File: config.mk
export PLATFORM = sky130hd
export DESIGN_NAME = bf16_accum_seq
export DESIGN_NICKNAME = d
export VERILOG_FILES = /design/src/rtl/bf16_accum_seq.sv
export SDC_FILE = /design/constraint.sdc
export NUM_CORES = 1
export LEC_CHECK = 0
export BUFFER_PORTS_ARGS = -buffer_cell sky130_fd_sc_hd__clkbuf_2
export CAP_MARGIN = 20
export CORE_ASPECT_RATIO = 1.75
export CORE_MARGIN = 2
export CORE_UTILIZATION = 40
export CTS_BUF_LIST = sky130_fd_sc_hd__clkbuf_8
export CTS_CLUSTER_SIZE = 28
export DETAILED_ROUTE_END_ITERATION = 16
export PLACE_DENSITY = 0.55
export SLEW_MARGIN = 0
export SYNTH_ARGS = -nofsm -noshare
export SYNTH_HDL_FRONTEND = slang
export SYNTH_SLANG_ARGS = --single-unit
File: constraint.sdc
create_clock -name clk -period 4.05 [get_ports clk]
set_input_delay 0.81 -clock clk [delete_from_list [all_inputs] [get_ports clk]]
set_output_delay 0.81 -clock clk [all_outputs]
set_load 0.02 [all_outputs]
File: src/rtl/bf16_accum_seq.sv
// Streaming BF16 reduction sequencer around an external LAT-stage BF16 adder.
// Interleaves NLANE partial sums during accumulation, then folds the lanes into one scalar.
module bf16_accum_seq #(
  parameter int LAT   = 4,
  parameter int NLANE = 4,
  parameter int LEN_W = 8
) (
  input  logic             clk,
  input  logic             rst,
  input  logic             start,
  input  logic [LEN_W-1:0] len,
  input  logic [15:0]      in_data,
  input  logic             in_valid,
  output logic             in_ready,
  output logic [15:0]      add_a,
  output logic [15:0]      add_b,
  output logic             add_sub,
  output logic             add_valid,
  input  logic [15:0]      add_result,
  input  logic             add_valid_out,
  output logic [15:0]      sum_out,
  output logic             sum_valid,
  output logic             busy
);

  localparam int LW = (NLANE > 1) ? $clog2(NLANE) : 1;

  typedef enum logic [2:0] {IDLE, ACCUM, DRAIN, MERGE, DONE} state_t;

  state_t           state;
  logic [LEN_W-1:0] len_q;
  logic [LEN_W-1:0] cnt;
  logic [LW-1:0]    lp;
  logic [15:0]      partial [NLANE];
  logic [NLANE-1:0] lane_valid;
  logic [NLANE-1:0] inflight;
  logic [LAT-1:0]   tag_v;
  logic [LW-1:0]    tag_lane [LAT];

  logic          wb;
  logic [LW-1:0] wb_lane;
  logic          lp_bypass;
  logic          accept;
  logic          accum_issue;
  logic          merge_issue;
  logic [LW-1:0] lo;
  logic [LW-1:0] nx;
  logic          found_lo;
  logic          multi;
  logic [LW-1:0] issue_lane;
  logic [LW-1:0] lp_next;

  assign add_sub = 1'b0;

  // A result is only ours if a tag reaches the tail of the shadow pipeline with it.
  assign wb        = add_valid_out && tag_v[LAT-1];
  assign wb_lane   = tag_lane[LAT-1];
  assign lp_bypass = wb && (wb_lane == lp);
  assign lp_next   = (lp == LW'(NLANE - 1)) ? '0 : lp + LW'(1);

  // NOTE: every always_comb output gets a default first so no path leaves it unassigned (no latches).
  always_comb begin
    lo       = '0;
    nx       = '0;
    found_lo = 1'b0;
    multi    = 1'b0;
    for (int i = 0; i < NLANE; i++) begin
      if (lane_valid[i]) begin
        if (!found_lo) begin
          lo       = LW'(i);
          found_lo = 1'b1;
        end else if (!multi) begin
          nx    = LW'(i);
          multi = 1'b1;
        end
      end
    end
  end

  always_comb begin
    in_ready    = (state == ACCUM) && (cnt != len_q) && (!inflight[lp] || lp_bypass);
    accept      = in_ready && in_valid;
    accum_issue = accept && lane_valid[lp];
    merge_issue = (state == MERGE) && (inflight == '0) && multi;
    add_valid   = accum_issue || merge_issue;
    issue_lane  = (state == MERGE) ? lo : lp;
    add_a       = lp_bypass ? add_result : partial[lp];
    add_b       = in_data;
    if (state == MERGE) begin
      add_a = partial[lo];
      add_b = partial[nx];
    end
  end

  always_ff @(posedge clk) begin
    if (rst) begin
      state      <= IDLE;
      len_q      <= '0;
      cnt        <= '0;
      lp         <= '0;
      lane_valid <= '0;
      inflight   <= '0;
      tag_v      <= '0;
      sum_out    <= 16'h0000;
      sum_valid  <= 1'b0;
      busy       <= 1'b0;
      // NOTE: the small partial/tag arrays are flops, not RAM, so clearing them on reset is cheap and keeps state deterministic.
      for (int i = 0; i < NLANE; i++) partial[i] <= 16'h0000;
      for (int i = 0; i < LAT; i++) tag_lane[i] <= '0;
    end else begin
      tag_v       <= {tag_v[LAT-2:0], add_valid};
      tag_lane[0] <= issue_lane;
      for (int i = 1; i < LAT; i++) tag_lane[i] <= tag_lane[i-1];

      if (wb) begin
        partial[wb_lane]  <= add_result;
        inflight[wb_lane] <= 1'b0;
      end

      // Later assignments win, so a bypassed lane stays in flight with its new op.
      if (accept) begin
        if (!lane_valid[lp]) begin
          partial[lp]    <= in_data;
          lane_valid[lp] <= 1'b1;
        end else begin
          inflight[lp] <= 1'b1;
        end
        lp  <= lp_next;
        cnt <= cnt + LEN_W'(1);
      end

      if (merge_issue) begin
        inflight[lo]   <= 1'b1;
        lane_valid[nx] <= 1'b0;
      end

      case (state)
        IDLE: begin
          if (start) begin
            len_q      <= len;
            cnt        <= '0;
            lp         <= '0;
            lane_valid <= '0;
            busy       <= 1'b1;
            if (len == '0) begin
              state     <= DONE;
              sum_out   <= 16'h0000;
              sum_valid <= 1'b1;
            end else begin
              state <= ACCUM;
            end
          end
        end
        ACCUM: begin
          if (accept && (cnt == len_q - LEN_W'(1))) state <= DRAIN;
        end
        DRAIN: begin
          if (inflight == '0) state <= MERGE;
        end
        MERGE: begin
          if (!multi && (inflight == '0)) begin
            state     <= DONE;
            sum_out   <= partial[lo];
            sum_valid <= 1'b1;
          end
        end
        DONE: begin
          state     <= IDLE;
          sum_valid <= 1'b0;
          busy      <= 1'b0;
        end
        default: state <= IDLE;
      endcase
    end
  end

endmodule
==> results.sh, run 1 <==
export IMPL_cap_violations=0
export IMPL_status="finished, final reports clean"
export IMPL_p_clk_share_pct=29.4
export IMPL_ios=98
export IMPL_numCtsBuffers=17
export IMPL_clockBufferDepth=2
export IMPL_overflow=0
export IMPL_worst_pin_slew_ns=1.030
export IMPL_clock_sinks=123
export IMPL_wl_mm=23.83
export IMPL_path_max_fanout=11
export IMPL_nNetsFinal=872
export IMPL_setup_violations=0
export IMPL_place_area_um2=8551
export IMPL_diodes=0
export IMPL_endpoint_kind="output pin"
export IMPL_worstRegToRegCells=5
export IMPL_wl_per_cell_um=22.23
export IMPL_timing_fmax_ghz=0.2611
export IMPL_drive_above_1_share_pct=31.05
export IMPL_crit_type="reg -> out"
export IMPL_cpPeakStageDelay_ns=0.40
export IMPL_synth_compound_area_share_pct=21.17
export IMPL_synth_cells=728
export IMPL_yosysSeqAreaShare_pct=39.95
export IMPL_synthMuxAreaShare_pct=15.79
export IMPL_insertion_delay_ns=0.45
export IMPL_grt_start_max_net_pins=42
export IMPL_drc_errors=0
export IMPL_clk_pin_slew_ns=0.08
export IMPL_finalHoldViolations=0
export IMPL_synth_seq_cells=123
export IMPL_core_area_um2=19110
export IMPL_crit_family="multiplexers"
export IMPL_die_w_um=109.3
export IMPL_cts_tree="done"
export IMPL_place_hpwl_mm=17.59
export IMPL_grt_usage_pct=23.70
export IMPL_cts_resized_gates=0
export IMPL_pwr_share_comb_pct=27.5
export IMPL_peakVddDrop_mv=0.1650
export IMPL_rr_endpoint="partial[3][1]"
export IMPL_crit_required_ns=3.24
export IMPL_grt_pass1_vias=6353
export IMPL_synth_area_top_cells="edfxtp_1 (25%), dfxtp_1 (15%), mux4_2 (9.9%)"
export IMPL_p_int_mw=2.277
export IMPL_netlist_area_um2=7766
export IMPL_min_path_type="reg -> reg"
export IMPL_antenna_found_initial=0
export IMPL_first_iter_violations=327
export IMPL_critPathCapture="add_b[8]"
export IMPL_crit_path_top_delay_cell="a22o_1"
export IMPL_synthSimpleGateAreaFrac_pct=14.19
export IMPL_worstPathCellList="ha_1 -> or2_2 -> o21ai_0 -> a22o_1 -> buf_4 -> mux4_2 -> mux2_2 -> clkbuf_2"
export IMPL_start_util_pct=40.63
export IMPL_drt_pass1_iter_count=5
export IMPL_power_switching_mw=1.141
export IMPL_critPathLaunchType="flip-flop"
export IMPL_synth_top_family_by_area="compound AO/OA/AOI/OAI gates"
export IMPL_slew_viol_final=0
export IMPL_htree_levels=4
export IMPL_ys_types=69
export IMPL_rows=67
export IMPL_whs_ns=0.4347
export IMPL_syn_avg_cell_area_um2=10.67
export IMPL_arrival_ns=3.02
export IMPL_reg2reg_slack_ns=0.98
export IMPL_synth_enable_flop_cells=64
export IMPL_seqPwrFrac_pct=43.1
export IMPL_grt_pass1_wl_mm=36.03
export IMPL_port_buffers=96
export IMPL_synthFlopType="edfxtp_1"
export IMPL_tns_ns=0
export IMPL_rsz0062_at_grt="false"
export IMPL_cellLeakagePower_nw=3.370
export IMPL_antenna_left=0
export IMPL_cts_root_buf="clkbuf_8"
export IMPL_post_route_cell_area_um2=8912
export IMPL_cp_num_buf_inv=2
export IMPL_post_cts_buffers=0
export IMPL_synthesis_nets=782
export IMPL_switching_share_pct=33.39
export IMPL_powerDensity_nw_per_um2=383.5
export IMPL_via_count=6363
export IMPL_yosysWarnings=0
export IMPL_synth_top_area_share_pct=24.75
export IMPL_power_mw=3.418
export IMPL_cp_num_cells=8
export IMPL_die_area_um2=20590
export IMPL_synth_xor_area_share_pct=1.869
export IMPL_crit_start="lane_valid[1]"
export IMPL_post_route_period_util_pct=94.58
export IMPL_synth_top_cell_by_area="edfxtp_1"
export IMPL_cts_hold_buf=0
export IMPL_synthArstFlopShare_pct=0
export IMPL_syn_to_final_growth_pct=14.76
export IMPL_finalCriticalPeriod_ns=3.831
export IMPL_synthAdderAreaFrac_pct=1.450
export IMPL_vias_per_cell=5.936
export IMPL_die_h_um=188.3
export IMPL_fin_worst_skew_ns=0.01275
export IMPL_gp_congestion=0.8955
export IMPL_slew_headroom_pct=31.20
export IMPL_r2r_start="lp[0]"
-- registers in the layout, indices dropped and copies added (netlist names) --
register,count
cnt,8
len_q,8
sum_valid,1
tag_v,4
lane_valid,4
busy,1
tag_lane,8
state,3
inflight,4
partial,64
lp,2
sum_out,16
-- cells in the mapped netlist (all sizes together) (3+ instances only) --
cell type   n
clkbuf     38
nor4        4
o32ai      16
and2        3
nand2      43
nor2       42
nor2b      46
buf        21
a21oi      52
nor3        5
a31oi       5
ha          9
xor2       11
a22o       42
mux2       16
a31o       19
edfxtp     64
xnor2       3
o21ai       9
nand4       5
mux2i      28
o221a       4
or2         4
o2bb2ai    14
mux4       34
or3         5
a211oi     22
nor4b       4
and3        5
a211o       3
dfxtp      59
nand2b     10
inv        41
a2111oi     4
nand3       7
-- metal layers --
metal,vias up,wire length [µm],GRT usage [%]
met5,-,0,0
met4,0,1161,12.66
met3,63,1067,3.701
met2,231,13030,43.83
met1,3107,8572,24.82
li1,2962,-,-
-- worst reg2reg max path: cells and delay by family, from the launching register on --
kind            cells  cell delay [ns]
compound gates      1             0.43
buf+inv             1             0.24
flops               1             0.41
mux                 1             0.69
simple gates        2             0.93
-- cell usage in the layout, fill, tap and decap left out, types with 3 or more instances in the layout --
master,n
a2111oi_4,3
a211o_1,3
a211oi_1,21
a21oi_1,51
a22o_1,42
a31o_2,19
a31oi_1,5
and3_1,5
buf_4,33
clkbuf_2,96
clkbuf_8,17
clkinv_2,5
clkinv_4,5
clkinvlp_4,3
dfxtp_1,59
edfxtp_1,64
ha_1,9
inv_1,41
mux2_2,16
mux2i_1,28
mux4_2,34
nand2_1,43
nand2b_1,10
nand3_1,7
nand4_1,5
nor2_1,40
nor2b_1,46
nor3_1,4
nor4b_4,3
o21ai_0,8
o221a_2,4
o2bb2ai_1,14
o32ai_1,16
or2_2,3
or3_1,5
xnor2_1,3
xor2_1,11
-- power groups by stage --
stage	Combinational [mW]	Clock [mW]	Sequential, mW
after floorplan	0.691	0	1.46
after global placement	0.925	0	1.50
after detailed placement	0.942	0	1.50
after CTS	0.946	1.03	1.47
after global routing	1.03	1.08	1.48
final	0.940	1.00	1.47
-- through the flow --
| step | util [%] | instances | setup WS [ns] |
|---|---|---|---|
| floorplan | - | 728 | 0.8808 |
| global placement | 44.74 | 1040 | 0.8257 |
| detailed placement | 44.74 | 1040 | 0.7395 |
| CTS | 46.63 | 1072 | 0.2215 |
| global route | 46.63 | 1072 | 0.1407 |
| finish | 46.63 | 1072 | 0.2194 |
-- worst min path at each step --
| stage | cells after the start | endpoint | start | slack (ns) |
|---|---|---|---|---|
| 2_1_floorplan | 1 | tag_lane[0][2] | tag_lane[0][0] | 0.41 |
| 3_3_place_gp | 1 | tag_lane[0][6] | tag_lane[0][4] | 0.42 |
| 3_5_place_dp | 1 | tag_lane[0][5] | tag_lane[0][3] | 0.42 |
| 4_1_cts | 1 | tag_lane[0][6] | tag_lane[0][4] | 0.44 |
| 5_1_grt | 1 | tag_v[3] | tag_v[2] | 0.46 |
| 6_report | 1 | tag_lane[0][7] | tag_lane[0][5] | 0.43 |
-- final cells by class --
class	count	area [µm²]
Timing Repair Buffer	130	748.2
Sequential cell	123	3103
Multi-Input combinational cell	505	4244
Inverter	41	153.9
Clock buffer	17	234.0
Tap cell	241	301.5
Fill cell	1849	10200
Clock inverter	15	127.6
-- kinds of logic after synthesis --
family                     count (synthesis)
buffers and inverters                    100
DFF                                      123
other                                      1
xor gates and xnor gates                  15
muxes                                     78
AOI/OAI and AO/OA                        209
and+or+nand+nor                          193
adders and majority gates                  9
(Power assumes the default switching activity.)
==> run 2: changes to the inputs <==
--- a/config.mk
+++ b/config.mk
@@ -5,7 +5,6 @@
 export SDC_FILE = /design/constraint.sdc
 export NUM_CORES = 1
 export LEC_CHECK = 0
-export BUFFER_PORTS_ARGS = -buffer_cell sky130_fd_sc_hd__clkbuf_2
 export CAP_MARGIN = 20
 export CORE_ASPECT_RATIO = 1.75
 export CORE_MARGIN = 2
@@ -13,7 +12,8 @@
 export CTS_BUF_LIST = sky130_fd_sc_hd__clkbuf_8
 export CTS_CLUSTER_SIZE = 28
 export DETAILED_ROUTE_END_ITERATION = 16
-export PLACE_DENSITY = 0.55
+export DONT_BUFFER_PORTS = 1
+export PLACE_DENSITY = 0.62
 export SLEW_MARGIN = 0
 export SYNTH_ARGS = -nofsm -noshare
 export SYNTH_HDL_FRONTEND = slang
==> run 2 against run 1 <==
Clock power increased by 19%. Critical endpoint is now add_b[6]. Via count is 3.9% lower. Clock-buffer cell count increased by 3. Critical path type unchanged. Non-clock buffer count shrank 100. Largest cell class unchanged. Flip-flop and latch count unchanged.
==> results.sh, run 2 (synthesis results as in run 1) <==
export IMPL_largest_register="partial"
export IMPL_grt_pass1_vias=6193
export IMPL_clk_pin_slew_ns=0.07
export IMPL_dr_wl_met3_mm=1.212
export IMPL_status="finished, final reports clean"
export IMPL_n_fill_cell=1796
export IMPL_die_h_um=188.3
export IMPL_drive_above_1_share_pct=20.96
export IMPL_endpoint_kind="output pin"
export IMPL_cap_violations=0
export IMPL_cts_hold_buf=0
export IMPL_crit_required_ns=3.24
export IMPL_post_cts_buffers=0
export IMPL_reg2reg_slack_ns=0.98
export IMPL_top_layer_used="met4"
export IMPL_finalCriticalPeriod_ns=3.711
export IMPL_port_buffers=0
export IMPL_min_path_type="in -> reg"
export IMPL_tns_ns=0
export IMPL_cts_resized_gates=0
export IMPL_nNetsFinal=772
export IMPL_drt_pass1_iter_count=5
export IMPL_wl_met2_mm=12.00
export IMPL_slew_viol_final=0
export IMPL_critPathLaunchType="flip-flop"
export IMPL_die_w_um=109.3
export IMPL_powerDensity_nw_per_um2=414.7
export IMPL_peakVddDrop_mv=0.1830
export IMPL_post_route_period_util_pct=91.64
export IMPL_post_route_util_pct=44.32
export IMPL_cts_root_buf="clkbuf_8"
export IMPL_slew_headroom_pct=38.40
export IMPL_grt_usage_pct=22.10
export IMPL_worst_pin_slew_ns=0.9207
export IMPL_path_max_fanout=16
export IMPL_cellLeakagePower_nw=2.987
export IMPL_top_regs="partial: 64 flops, sum_out: 16 flops"
export IMPL_wl_mm=22.52
export IMPL_grt_pass1_wl_mm=34.24
export IMPL_rows=67
export IMPL_largest_reg_flops=64
export IMPL_cts_tree="done"
export IMPL_drc_errors=0
export IMPL_setup_ws_ns=0.3388
export IMPL_power_mw=3.513
export IMPL_wl_met1_mm=8.361
export IMPL_core_area_um2=19110
export IMPL_insertion_delay_ns=0.44
export IMPL_worstPathCellList="inv_1 -> ha_1 -> xnor2_1 -> a21oi_2 -> buf_4 -> mux4_2 -> mux2_2"
export IMPL_via_count=6118
export IMPL_htree_levels=4
export IMPL_post_route_cell_area_um2=8471
export IMPL_layout_commonest_cell="edfxtp_1"
export IMPL_place_area_um2=8040
export IMPL_setup_violations=0
export IMPL_antenna_left=0
export IMPL_vias_per_cell=6.294
export IMPL_ios=98
export IMPL_timing_fmax_ghz=0.2695
export IMPL_gp_congestion=0.8862
export IMPL_post_place_ws_ns=0.7884
export IMPL_die_area_um2=20590
export IMPL_first_iter_violations=567
export IMPL_clockBufferDepth=2
export IMPL_crit_type="reg -> out"
export IMPL_syn_to_final_growth_pct=9.070
export IMPL_arrival_ns=2.90
export IMPL_fin_worst_skew_ns=0.01318
export IMPL_start_util_pct=40.63
export IMPL_antenna_found_initial=1
export IMPL_cpPeakStageDelay_ns=0.56
export IMPL_place_hpwl_mm=15.70
export IMPL_overflow=0
export IMPL_numCtsBuffers=17
export IMPL_grt_start_max_net_pins=83
export IMPL_rsz0062_at_grt="false"
export IMPL_finalHoldViolations=0
export IMPL_crit_path_top_delay_cell="mux4_2"
export IMPL_clock_sinks=123
export IMPL_layout_common_cells="edfxtp_1 (64), dfxtp_1 (59), a21oi_1 (51)"
export IMPL_wl_per_cell_um=23.17
run 2: cell types whose count changed in the layout (fill, tap and decap cells not counted), sizes merged:
cell,previous run,this run
clkinv,10,2
bufinv,1,4
diode,0,1
clkbuf,113,20
clkinvlp,3,1
buf,34,30
inv,42,45
run 2: metal layers:
layer  global-route usage [%]  vias up
li1                         -     2761
met1                    23.69     3042
met2                    40.03      251
met3                    4.428       64
met4                    10.95        0
met5                        0        -
run 2: final timing paths:
path,startpoint,end,depth (start not counted)
max,lane_valid[0],add_b[6],7
min,rst,len_q[0],1
max reg2reg,lp[1],partial[3][9],4
min reg2reg,tag_v[0],tag_v[1],1
run 2: area by class of cell:
| cell class | count | area, µm² | area share, % |
|---|---|---|---|
| Antenna cell | 1 | 2.502 | 0.02954 |
| Multi-Input combinational cell | 505 | 4244 | 50.10 |
| Sequential cell | 123 | 3103 | 36.63 |
| Timing Repair Buffer | 30 | 237.7 | 2.807 |
| Inverter | 41 | 153.9 | 1.817 |
| Tap cell | 241 | 301.5 | 3.560 |
| Clock buffer | 20 | 275.3 | 3.250 |
| Clock inverter | 11 | 152.6 | 1.802 |
run 2: where the power goes:
group	switching, mW	internal [mW]
Sequential	0.0877	1.39
Combinational	0.462	0.375
Clock	0.489	0.706
Total	1.04	2.47
run 2: critical path: cells and delay by family, from the launching register on:
kind | cells | cell delay (ns)
AOI/OAI and AO/OA | 1 | 0.23
xor gates and xnor gates | 1 | 0.17
DFF | 1 | 0.39
muxes | 2 | 0.90
adders and majority gates | 1 | 0.28
buffers and inverters | 2 | 0.48
run 2: per-stage QoR:
step	cells	hold slack, ns
5_1_grt	972	0.3921
3_3_place_gp	940	0.4198
2_1_floorplan	728	0.4138
6_report	972	0.4261
4_1_cts	971	0.3989
3_5_place_dp	940	0.4220
==> run 3: changes to the inputs <==
--- a/config.mk
+++ b/config.mk
@@ -13,6 +13,7 @@
 export CTS_CLUSTER_SIZE = 28
 export DETAILED_ROUTE_END_ITERATION = 16
 export DONT_BUFFER_PORTS = 1
+export GPL_TIMING_DRIVEN = 0
 export PLACE_DENSITY = 0.62
 export SLEW_MARGIN = 0
 export SYNTH_ARGS = -nofsm -noshare
==> constraint.sdc (replaced) <==
create_clock -name clk -period 4.05 [get_ports clk]
set_input_delay 0.81 -clock clk [delete_from_list [all_inputs] [get_ports clk]]
set_output_delay 0.81 -clock clk [all_outputs]
set_load 0.01 [all_outputs]
==> run 3 against run 2 <==
Worst hold slack better by 0.0061 ns. Via count increased by 6.6%. Clock-buffer cell count fell by 1. Flip-flop and latch count unchanged. Clock power decreased by 3%. Combinational power fell by 2%. Non-clock buffer count up 26. Setup slack worse by 0.23 ns. Total power shrank 2.3%. Clock skew up 0.0041 ns. Global-route usage is 4.3 points higher. Critical path type unchanged. Largest cell class unchanged. Largest power group unchanged. Highest routed layer unchanged.
==> results.sh, run 3 (synthesis results as in run 1) <==
export IMPL_status="finished, final reports clean"
export IMPL_crit_type="reg -> out"
export IMPL_die_area_um2=20590
export IMPL_overflow=0
export IMPL_setup_violations=0
export IMPL_path_max_fanout=19
export IMPL_port_buffers=0
export IMPL_slew_viol_final=0
export IMPL_grt_start_max_net_pins=19
export IMPL_diodes=0
export IMPL_min_path_type="reg -> reg"
export IMPL_crit_family="buffers and inverters"
export IMPL_grt_usage_pct=26.40
export IMPL_tns_ns=0
export IMPL_worstRegToRegCells=7
export IMPL_antenna_found_initial=0
export IMPL_place_inst=969
export IMPL_layout_common_cells="edfxtp_1 (64), dfxtp_1 (59), a21oi_1 (52)"
export IMPL_rsz0062_at_grt="false"
export IMPL_wl_mm=26.71
export IMPL_largest_register="partial"
export IMPL_top_regs="partial: 64 flops, sum_out: 16 flops"
export IMPL_vias_per_cell=6.532
export IMPL_r2r_start="lp[0]"
export IMPL_cts_hold_buf=0
export IMPL_drive_above_1_share_pct=20.21
export IMPL_place_hpwl_mm=18.82
export IMPL_crit_required_ns=3.24
export IMPL_reg2reg_slack_ns=0.67
export IMPL_start_util_pct=40.63
export IMPL_post_route_period_util_pct=97.33
export IMPL_cp_num_buf_inv=3
export IMPL_core_area_um2=19110
export IMPL_hold_start="tag_v[2]"
export IMPL_crit_start="lane_valid[0]"
export IMPL_numCtsBuffers=17
export IMPL_grt_pass1_wl_mm=39.59
export IMPL_critPathLaunchType="flip-flop"
export IMPL_min_path_cells=1
export IMPL_endpoint_kind="output pin"
export IMPL_post_route_util_pct=44.51
export IMPL_cp_num_cells=7
export IMPL_clockBufferDepth=2
export IMPL_fin_worst_skew_ns=0.01732
export IMPL_drt_pass1_iter_count=7
export IMPL_layout_commonest_cell="edfxtp_1"
export IMPL_arrival_ns=3.13
export IMPL_worst_pin_slew_ns=1.063
export IMPL_ios=98
export IMPL_syn_to_final_growth_pct=9.554
export IMPL_largest_reg_flops=64
export IMPL_cap_violations=0
export IMPL_fin_cells=998
export IMPL_via_count=6519
export IMPL_holdPathEnd="tag_v[3]"
export IMPL_crit_path_top_delay_cell="clkbuf_2"
export IMPL_post_cts_buffers=0
export IMPL_rows=67
export IMPL_nNetsFinal=798
export IMPL_die_w_um=109.3
export IMPL_first_iter_violations=560
export IMPL_finalHoldViolations=0
export IMPL_grt_pass1_vias=6660
export IMPL_htree_levels=4
export IMPL_finalCriticalPeriod_ns=3.942
export IMPL_timing_fmax_ghz=0.2537
export IMPL_cellLeakagePower_nw=2.990
export IMPL_cts_tree="done"
export IMPL_clk_pin_slew_ns=0.07
export IMPL_clock_sinks=123
export IMPL_insertion_delay_ns=0.47
export IMPL_slew_headroom_pct=29.12
export IMPL_worstPathCellList="inv_1 -> ha_1 -> clkbuf_2 -> nor2_4 -> clkbuf_2 -> a21oi_1 -> a21oi_1"
export IMPL_powerDensity_nw_per_um2=403.5
export IMPL_peakVddDrop_mv=0.2185
export IMPL_wl_per_cell_um=26.76
export IMPL_whs_ns=0.4323
export IMPL_antenna_left=0
export IMPL_gp_congestion=0.9021
export IMPL_cts_root_buf="clkbuf_8"
export IMPL_drc_errors=0
export IMPL_rr_endpoint="partial[0][11]"
export IMPL_cpPeakStageDelay_ns=0.47
export IMPL_die_h_um=188.3
run 3: per-layer routing:
| layer | wire [µm] | vias up | global-route usage (%) |
|---|---|---|---|
| met2 | 13360 | 387 | 44.75 |
| met4 | 1879 | 0 | 17.38 |
| met1 | 9041 | 3185 | 27.70 |
| met5 | 0 | - | 0 |
| li1 | - | 2822 | - |
| met3 | 2421 | 125 | 7.644 |
run 3: what timing repair did:
action	4_1_cts	5_1_grt
endpoints found under the setup margin	24	13
cloned	0	0
resized for setup	12	7
run 3: worst register-to-register path, stage by stage (launching register included):
cell and delay (ns):
dfxtp_1 0.57, clkbuf_2 0.41, clkbuf_2 0.45, inv_1 0.20, ha_1 0.26, inv_1 0.15
a2111oi_4 0.07, or3_1 0.84
run 3: cell type report:
cell class | instances | area [µm²]
fillers | 1796 | 10610
multi-input cells | 505 | 4257
flip-flops and latches | 123 | 3103
well taps | 241 | 301.5
plain buffers | 56 | 281.5
clock buffers | 19 | 261.5
inverters | 41 | 153.9
clock inverters | 13 | 150.1
run 3: worst max path at each step:
| stage | to | slack [ns] |
|---|---|---|
| 2_1_floorplan | add_b[10] | 0.92 |
| 3_3_place_gp | add_a[0] | -0.45 |
| 3_5_place_dp | add_a[0] | -0.45 |
| 4_1_cts | add_a[0] | 0.0001 |
| 5_1_grt | add_a[0] | 0.03 |
| 6_report | add_a[13] | 0.11 |
run 3: power by group:
group | internal (mW) | switching (mW) | leakage, nW
registers | 1.39 | 0.0657 | 1.14
logic | 0.344 | 0.479 | 1.64
clock network | 0.633 | 0.518 | 0.210
run 3: metrics by stage:
step	power (mW)	cell area (µm²)	setup WS (ns)
CTS	3.438	8503	0.0001139
floorplan	2.107	7766	0.9209
global route	3.565	8508	0.02804
detailed placement	2.296	8068	-0.4462
global placement	2.271	8068	-0.4531
finish	3.433	8508	0.1083
